**config.mk**
```make
export PLATFORM = sky130hd
export DESIGN_NAME = shader_dispatch_flat
export DESIGN_NICKNAME = d
export VERILOG_FILES = /design/src/rtl/shader_dispatch_if.sv /design/src/rtl/shader_dispatch.sv /design/src/flat_wrapper.sv
export SDC_FILE = /design/constraint.sdc
export NUM_CORES = 1
export LEC_CHECK = 0
export BUFFER_PORTS_ARGS = -buffer_cell sky130_fd_sc_hd__buf_4
export CAP_MARGIN = 15
export CORE_ASPECT_RATIO = 0.5
export CORE_MARGIN = 2
export CORE_UTILIZATION = 45
export CTS_CLUSTER_DIAMETER = 40
export DETAILED_ROUTE_END_ITERATION = 8
export GPL_TIMING_DRIVEN = 1
export PLACE_DENSITY = 0.71
export SLEW_MARGIN = 20
export SYNTH_ARGS = -nofsm -noshare
export SYNTH_HDL_FRONTEND = slang
export SYNTH_SLANG_ARGS = --single-unit
export TNS_END_PERCENT = 50
```
**constraint.sdc**
```tcl
create_clock -name clk_in -period 4.9 [get_ports clk_in]
set_input_delay 0.735 -clock clk_in [delete_from_list [all_inputs] [get_ports clk_in]]
set_output_delay 0.735 -clock clk_in [all_outputs]
set_load 0.03 [all_outputs]
```
**src/rtl/shader_dispatch_if.sv**
```systemverilog
// Triangle input and ordered color output handshakes of the shader dispatcher.
// The slave modport is the dispatcher; the master modport is the surrounding pipeline.
interface shader_dispatch_if #(
    parameter int ID_W = 8
);
    logic             tri_valid_in;
    logic             tri_ready_out;
    logic [2:0][8:0]  v1_in;
    logic [2:0][8:0]  v2_in;
    logic [2:0][8:0]  v3_in;
    logic             color_valid_out;
    logic             color_ready_in;
    logic [7:0]       color_out;
    logic [ID_W-1:0]  tri_id_out;

    modport master (
        output tri_valid_in, v1_in, v2_in, v3_in, color_ready_in,
        input  tri_ready_out, color_valid_out, color_out, tri_id_out
    );

    modport slave (
        input  tri_valid_in, v1_in, v2_in, v3_in, color_ready_in,
        output tri_ready_out, color_valid_out, color_out, tri_id_out
    );
endinterface

```
**src/rtl/shader_dispatch.sv**
```systemverilog
// Round-robin triangle dispatcher over NUM_LANES shader lanes with in-order color retire.
// Defining SHADER_DISPATCH_PERF_EN adds saturating dispatch and stall counters.
module shader_dispatch #(
    parameter int NUM_LANES = 4,
    parameter int ID_W      = 8
) (
    input  logic                       clk_in,
    input  logic                       rst_in,
    shader_dispatch_if.slave           bus,
    output logic [NUM_LANES-1:0]       lane_start_out,
    output logic [2:0][8:0]            lane_v1_out,
    output logic [2:0][8:0]            lane_v2_out,
    output logic [2:0][8:0]            lane_v3_out,
    input  logic [NUM_LANES-1:0]       lane_valid_in,
    input  logic [NUM_LANES-1:0][7:0]  lane_color_in,
    output logic                       err_out
`ifdef SHADER_DISPATCH_PERF_EN
    ,
    output logic [31:0]                perf_tri_count_out,
    output logic [31:0]                perf_stall_count_out
`endif
);
    localparam int LW = $clog2(NUM_LANES);

    localparam logic [1:0] ST_IDLE = 2'd0;
    localparam logic [1:0] ST_BUSY = 2'd1;
    localparam logic [1:0] ST_DONE = 2'd2;

    logic [1:0]      state [NUM_LANES];
    logic [7:0]      res   [NUM_LANES];
    logic [ID_W-1:0] id    [NUM_LANES];
    logic [LW-1:0]   dp;
    logic [LW-1:0]   rp;
    logic [ID_W-1:0] id_cnt;
    logic            dispatch;
    logic            retire;

    // Input is only ever offered to the lane at dp, so a busy lane stalls rather than being skipped.
    assign bus.tri_ready_out = rst_in & (state[dp] == ST_IDLE);
    assign dispatch          = bus.tri_valid_in & bus.tri_ready_out;
    assign retire            = (state[rp] == ST_DONE) & (~bus.color_valid_out | bus.color_ready_in);

    always_ff @(posedge clk_in) begin
        if (!rst_in) begin
            for (int i = 0; i < NUM_LANES; i++) begin
                state[i] <= ST_IDLE;
                res[i]   <= '0;
                id[i]    <= '0;
            end
            err_out <= 1'b0;
        end else begin
            for (int i = 0; i < NUM_LANES; i++) begin
                case (state[i])
                    ST_IDLE: begin
                        if (dispatch && dp == LW'(i)) begin
                            state[i] <= ST_BUSY;
                            id[i]    <= id_cnt;
                        end
                    end
                    ST_BUSY: begin
                        if (lane_valid_in[i]) begin
                            state[i] <= ST_DONE;
                            res[i]   <= lane_color_in[i];
                        end
                    end
                    ST_DONE: begin
                        if (retire && rp == LW'(i)) begin
                            state[i] <= ST_IDLE;
                        end
                    end
                    default: state[i] <= ST_IDLE;
                endcase
                if (lane_valid_in[i] && state[i] != ST_BUSY) begin
                    err_out <= 1'b1;
                end
            end
        end
    end

    // Vertex bus and start pulse are registered; the output register refills while being drained.
    always_ff @(posedge clk_in) begin
        if (!rst_in) begin
            dp                  <= '0;
            rp                  <= '0;
            id_cnt              <= '0;
            lane_start_out      <= '0;
            lane_v1_out         <= '0;
            lane_v2_out         <= '0;
            lane_v3_out         <= '0;
            bus.color_valid_out <= 1'b0;
            bus.color_out       <= '0;
            bus.tri_id_out      <= '0;
        end else begin
            lane_start_out <= '0;
            if (dispatch) begin
                lane_start_out <= NUM_LANES'(1) << dp;
                lane_v1_out    <= bus.v1_in;
                lane_v2_out    <= bus.v2_in;
                lane_v3_out    <= bus.v3_in;
                id_cnt         <= id_cnt + 1'b1;
                dp             <= dp + 1'b1;
            end
            if (retire) begin
                bus.color_out       <= res[rp];
                bus.tri_id_out      <= id[rp];
                bus.color_valid_out <= 1'b1;
                rp                  <= rp + 1'b1;
            end else if (bus.color_ready_in) begin
                bus.color_valid_out <= 1'b0;
            end
        end
    end

`ifdef SHADER_DISPATCH_PERF_EN
    always_ff @(posedge clk_in) begin
        if (!rst_in) begin
            perf_tri_count_out   <= '0;
            perf_stall_count_out <= '0;
        end else begin
            if (dispatch && perf_tri_count_out != 32'hFFFF_FFFF) begin
                perf_tri_count_out <= perf_tri_count_out + 32'd1;
            end
            if (bus.tri_valid_in && !bus.tri_ready_out && perf_stall_count_out != 32'hFFFF_FFFF) begin
                perf_stall_count_out <= perf_stall_count_out + 32'd1;
            end
        end
    end
`else
    // The default build carries no performance counters.
`endif

endmodule
```
**src/flat_wrapper.sv**
```systemverilog
// flat-port wrapper written by rule: the top's interface ports become plain ports
module shader_dispatch_flat 
#(
    parameter int NUM_LANES = 4,
    parameter int ID_W      = 8
)
  (clk_in, rst_in, lane_start_out, lane_v1_out, lane_v2_out, lane_v3_out, lane_valid_in, lane_color_in, err_out, bus_tri_valid_in, bus_v1_in, bus_v2_in, bus_v3_in, bus_color_ready_in, bus_tri_ready_out, bus_color_valid_out, bus_color_out, bus_tri_id_out);
  shader_dispatch_if #(.ID_W(ID_W)) bus_i ();
  input  logic clk_in;
  input  logic rst_in;
  output logic [NUM_LANES-1:0] lane_start_out;
  output logic [2:0][8:0] lane_v1_out;
  output logic [2:0][8:0] lane_v2_out;
  output logic [2:0][8:0] lane_v3_out;
  input  logic [NUM_LANES-1:0] lane_valid_in;
  input  logic [NUM_LANES-1:0][7:0] lane_color_in;
  output logic err_out;
  input wire logic [$bits(bus_i.tri_valid_in)-1:0] bus_tri_valid_in;
  input wire logic [$bits(bus_i.v1_in)-1:0] bus_v1_in;
  input wire logic [$bits(bus_i.v2_in)-1:0] bus_v2_in;
  input wire logic [$bits(bus_i.v3_in)-1:0] bus_v3_in;
  input wire logic [$bits(bus_i.color_ready_in)-1:0] bus_color_ready_in;
  output wire logic [$bits(bus_i.tri_ready_out)-1:0] bus_tri_ready_out;
  output wire logic [$bits(bus_i.color_valid_out)-1:0] bus_color_valid_out;
  output wire logic [$bits(bus_i.color_out)-1:0] bus_color_out;
  output wire logic [$bits(bus_i.tri_id_out)-1:0] bus_tri_id_out;
  assign bus_i.tri_valid_in = bus_tri_valid_in;
  assign bus_i.v1_in = bus_v1_in;
  assign bus_i.v2_in = bus_v2_in;
  assign bus_i.v3_in = bus_v3_in;
  assign bus_i.color_ready_in = bus_color_ready_in;
  assign bus_tri_ready_out = bus_i.tri_ready_out;
  assign bus_color_valid_out = bus_i.color_valid_out;
  assign bus_color_out = bus_i.color_out;
  assign bus_tri_id_out = bus_i.tri_id_out;
  shader_dispatch #(.NUM_LANES(NUM_LANES), .ID_W(ID_W)) u_core (.clk_in(clk_in), .rst_in(rst_in), .bus(bus_i), .lane_start_out(lane_start_out), .lane_v1_out(lane_v1_out), .lane_v2_out(lane_v2_out), .lane_v3_out(lane_v3_out), .lane_valid_in(lane_valid_in), .lane_color_in(lane_color_in), .err_out(err_out));
endmodule
```
# Yosys cells after proc, flatten, opt, wreduce, memory -nomap -nowiden
# Memories as Yosys holds them, arrays and structs flattened. A register that Yosys moved wholly into a read port is not among the register bits.
# Index checks and enable logic that the tools add are counted.
# totals
register_bits,99
mem_bits_rw,72
inputBits,121
output_inout_bits,104
wordCells,193
mem_count,3
# op_classes
add_sub_neg,3
n_eq_ne,19
shifts,1
muxes,95
n_bitwise,29
n_reduce_logical,28
# memory_table
memory,depth,word_bits,rd,rd_clocked_by_memory_dff,write_ports,line_no,text
u_core.id,4,8,1,1,4,shader_dispatch.sv:31,logic [ID_W-1:0] id [NUM_LANES];
u_core.res,4,8,1,1,4,shader_dispatch.sv:30,logic [7:0] res [NUM_LANES];
u_core.state,4,2,6,2,4,shader_dispatch.sv:29,logic [1:0] state [NUM_LANES];
# ops
operator,count
2-to-1 mux 1 bit,67
2-to-1 mux 8 bit,8
2-to-1 mux 2 bit,20
OR 1 bit,25
equality test 2 bit (second input constant),9
logical NOT 2 bit,7
equality test 2 x 1 -> 1 bit (second input constant),6
logical AND 1 bit,12
OR reduction 3 bit,4
adder 8 x 1 -> 8 bit (second input constant),1
!= test 2 x 1 -> 1 bit (second input constant),4
adder 2 x 1 -> 2 bit (second input constant),2
nonzero test 4 bit,1
left shift 1 x 2 -> 4 bit (first input constant),1
AND 1 bit,3
logical NOT 1 bit,2
AND reduction 2 bit,1
nonzero test 2 bit,1
inverter 1 bit,1

# Logic depth before layout (Yosys ltp)
# logic_depth
word_depth,12
ltp_mapped,7
mapped_depth_nobuf,6

# Worst setup path after synthesis
# Ideal clock, no wire load.
# synth_path
kind,reg-to-reg
start,memory u_core.state[3][1]
end,memory u_core.state[2][0] (enable)
setup_ns,0.294
t_arrival_ns,2.302
required_ns,4.606
setup_slack_ns,2.304
stages_incl_launch_ff,7
synth_period_minus_slack_ns,2.596
cell_sequence,edfxtp_1 > or2_0 > mux4_2 > buf_6 > buf_6 > o21ai_0 > or2_2
# synth_rtl
element,line_no
start: declaration,shader_dispatch.sv:29

==> results.sh <==
export IMPL_status="complete, no violations"
export IMPL_ratio_of_total_power_to_cell_area_nw_per_um2=426.1
export IMPL_quantity_of_i_o_buffers_inserted_on_ports=224
export IMPL_clock_insertion_delay_worst_skew_ns=0.42
export IMPL_finClkSkew_ns=0.01180
export IMPL_leakagePower_nw=4.589
export IMPL_cts_buffers_inserted=17
export IMPL_synth_cells=731
export IMPL_postRouteAntennaNets=0
export IMPL_synthesis_nets=861
export IMPL_htree_num_levels=4
export IMPL_antenna_found_initial=0
export IMPL_cts_root_buf="sky130_fd_sc_hd__clkbuf_16"
export IMPL_finalMaxSlewViolations=0
export IMPL_row_count=34
export IMPL_grt_overflow_total=0
export IMPL_synthArstFlopShare_pct=0
export IMPL_tritoncts_num_sinks=191
export IMPL_placed_cell_count=1161
export IMPL_grt_pass1_wl_um=29320
export IMPL_synth_sequential_area_ratio_pct=57.04
export IMPL_type_of_the_worst_min_delay_path="register to register"
export IMPL_grt_start_max_net_pins=81
export IMPL_arrival_ns=3.29
export IMPL_wl_per_cell_um=15.20
export IMPL_cts_reportedPaths_clkPinSlew_ns=0.07
export IMPL_hold_buf_cts=0
export IMPL_initial_utilization_pct=45.90
export IMPL_commonest_register_cell_after_synthesis="sky130_fd_sc_hd__dfxtp_1"
export IMPL_achievable_frequency_mhz=333.4
export IMPL_rsz0062_at_grt="false"
export IMPL_cpMaxStageDelayCell="sky130_fd_sc_hd__nor2_8"
export IMPL_synth_warning_count=0
export IMPL_max_cap_viol_count=0
export IMPL_dr_total_vias=5789
export IMPL_dieHeight_um=98.09
export IMPL_final_core_utilization_pct=60.10
export IMPL_n_antenna_cell=0
export IMPL_global_route_usage_total_pct=19.78
export IMPL_design_portCount=225
export IMPL_layout_drive_gt1_share_pct=29.82
export IMPL_start_to_end_type_of_the_worst_setup_path="register to register"
export IMPL_die_width_um=192.2
export IMPL_req_time_crit_path_ns=5.19
export IMPL_critical_path_max_fanout=52
export IMPL_fin_cells=1193
export IMPL_critPathMaxStageDelay_ns=0.73
export IMPL_hold_viol_final=0
export IMPL_dp_hpwl_um=12870
export IMPL_grt_util_met2_pct=33.20
export IMPL_via_count_of_the_first_global_routing_pass=5769
export IMPL_routed_wirelength_um=18140
export IMPL_worst_slew_pin_slew_ns=0.9417
export IMPL_layout_cells_most_common_list="sky130_fd_sc_hd__buf_4 (232), sky130_fd_sc_hd__dfxtp_1 (119), sky130_fd_sc_hd__nand2_1 (118)"
export IMPL_dr_first_iter_drc_count=334
export IMPL_vdd_ir_drop_max_mv=0.2612
export IMPL_use_met3_pct=5.068
export IMPL_top_usage_layer="met2"
export IMPL_report_final_setup_viol=0
export IMPL_clock_tree_buffer_depth=2
export IMPL_netlist_area_sq_um=7966
export IMPL_post_cts_setup_buffers=0
export IMPL_timing_final_crit_period_ns=2.999
export IMPL_gp_routability_congestion=0.8195
export IMPL_hold_ws_ns=0.4575
export IMPL_syn_mean_instance_area_sq_um=10.90
export IMPL_fin_setup_tns_ns=0
export IMPL_tritoncts_clock_tree="done"
export IMPL_worstSetupEndpointType="register"
export IMPL_die_area_sq_um=18850
export IMPL_gr_usage_met1_pct=25.43
export IMPL_synth_edff_count=72
export IMPL_critical_path_cell_chain="or2_1 > mux4_2 > nor2_8 > buf_12 > and3_1"
export IMPL_via_per_inst=4.852
export IMPL_worst_slew_margin_pct=37.14
export IMPL_area_growth_synth_to_final_pct=30.94
export IMPL_synth_seq_cells=191
export IMPL_cp_start_kind="register"
export IMPL_num_nets_final=1076
export IMPL_min_period_over_period_pct=61.21
export IMPL_core_region_area_sq_um=17360
export IMPL_p_total_mw=4.445
export IMPL_mostFrequentLayoutCell="sky130_fd_sc_hd__buf_4"
export IMPL_number_of_library_cell_types_mapped_by_synthesis=40
export IMPL_worst_r2r_path_depth=5
export IMPL_drtPass1Iterations=5
export IMPL_postCtsResizedCells=0
export IMPL_hold_path_depth=2
export IMPL_drc_viols=0
-- stage by stage --
step	setup WS (ns)	cell area (sq um)
floorplan	2.304	7966
global placement	1.823	9829
detailed placement	1.774	9829
CTS	1.926	10430
global route	1.736	10430
finish	1.901	10430
-- path summary, 6_finish.rpt --
kind	startpoint	endpoint	slack (ns)
setup / recovery	u_core.state[1][1]	u_core.id[2][0]	1.90
hold / removal	u_core.lane_v1_out[13]	u_core.lane_v1_out[13]	0.46
setup reg to reg	u_core.state[1][1]	u_core.id[2][0]	1.90
hold reg to reg	u_core.lane_v1_out[13]	u_core.lane_v1_out[13]	0.46
-- Yosys cell counts (4+ instances only) --
cell | number | area share (%)
sky130_fd_sc_hd__or2_1 | 5 | 0.39
sky130_fd_sc_hd__nor4_1 | 5 | 0.39
sky130_fd_sc_hd__mux2i_1 | 86 | 11
sky130_fd_sc_hd__inv_1 | 92 | 4.3
sky130_fd_sc_hd__ha_1 | 9 | 1.4
sky130_fd_sc_hd__a21oi_1 | 7 | 0.44
sky130_fd_sc_hd__nand3_1 | 22 | 1.4
sky130_fd_sc_hd__or3_1 | 4 | 0.31
sky130_fd_sc_hd__mux4_2 | 17 | 4.8
sky130_fd_sc_hd__dfxtp_1 | 119 | 30
sky130_fd_sc_hd__and2_1 | 61 | 4.8
sky130_fd_sc_hd__clkbuf_1 | 20 | 0.94
sky130_fd_sc_hd__buf_4 | 7 | 0.66
sky130_fd_sc_hd__edfxtp_1 | 72 | 27
sky130_fd_sc_hd__nand2_1 | 118 | 5.6
sky130_fd_sc_hd__buf_6 | 4 | 0.57
sky130_fd_sc_hd__nor2_1 | 10 | 0.47
sky130_fd_sc_hd__o21ai_0 | 33 | 2.1
sky130_fd_sc_hd__and3_1 | 4 | 0.31
-- sequential cells by signal, summed over array words and instances, names as in the netlist, named ones only --
signal	count
u_core.dp	2
u_core.lane_v2_out	27
u_core.bus.tri_id_out	8
u_core.id_cnt	8
u_core.bus.color_valid_out	1
u_core.bus.color_out	8
u_core.id	32
u_core.lane_v3_out	27
u_core.res	32
u_core.lane_start_out	4
u_core.lane_v1_out	27
u_core.err_out	1
u_core.rp	2
u_core.state	8
-- where the power goes --
part,total (mW),internal [mW],leakage (nW),switching (mW)
Clock,1.42,0.772,0.288,0.646
Combinational,1.07,0.448,2.58,0.618
Sequential,1.96,1.83,1.72,0.127
Total,4.44,3.05,4.59,1.39
-- cells by family (layout without fill, tap and decap cells) --
kind of cell / Yosys count / in the layout / synth area share (%)
and+or+nand+nor: 252 / 252 / 15.88
muxes: 103 / 103 / 15.61
adders and majority gates: 9 / 9 / 1.414
AOI/OAI and AO/OA: 46 / 46 / 3.110
xor gates and xnor gates: 1 / 1 / 0.1100
DFF: 191 / 191 / 57.04
buffers and inverters: 129 / 357 / 6.832
-- layout make-up --
| cell class | instances | area (sq um) |
|---|---|---|
| Inverter | 92 | 345.3 |
| Timing Repair Buffer | 233 | 1762 |
| Sequential cell | 191 | 4544 |
| Fill cell | 1469 | 6925 |
| Clock buffer | 17 | 425.4 |
| Multi-Input combinational cell | 411 | 2885 |
| Tap cell | 234 | 292.8 |
| Clock inverter | 15 | 176.4 |
-- per-layer routing --
layer  vias to the layer above  wire length, um
li1                       2851                -
met1                      2757             7977
met2                       164             8809
met3                        17             1151
met4                         0              201
met5                         -                0
-- critical path: cells and delay by family, from the launching register on --
family	cells	cell delay, ns
buffers and inverters	1	0.41
and+or+nand+nor	3	1.19
DFF	1	0.48
muxes	1	0.70
Power figures use the tool's default switching activity.
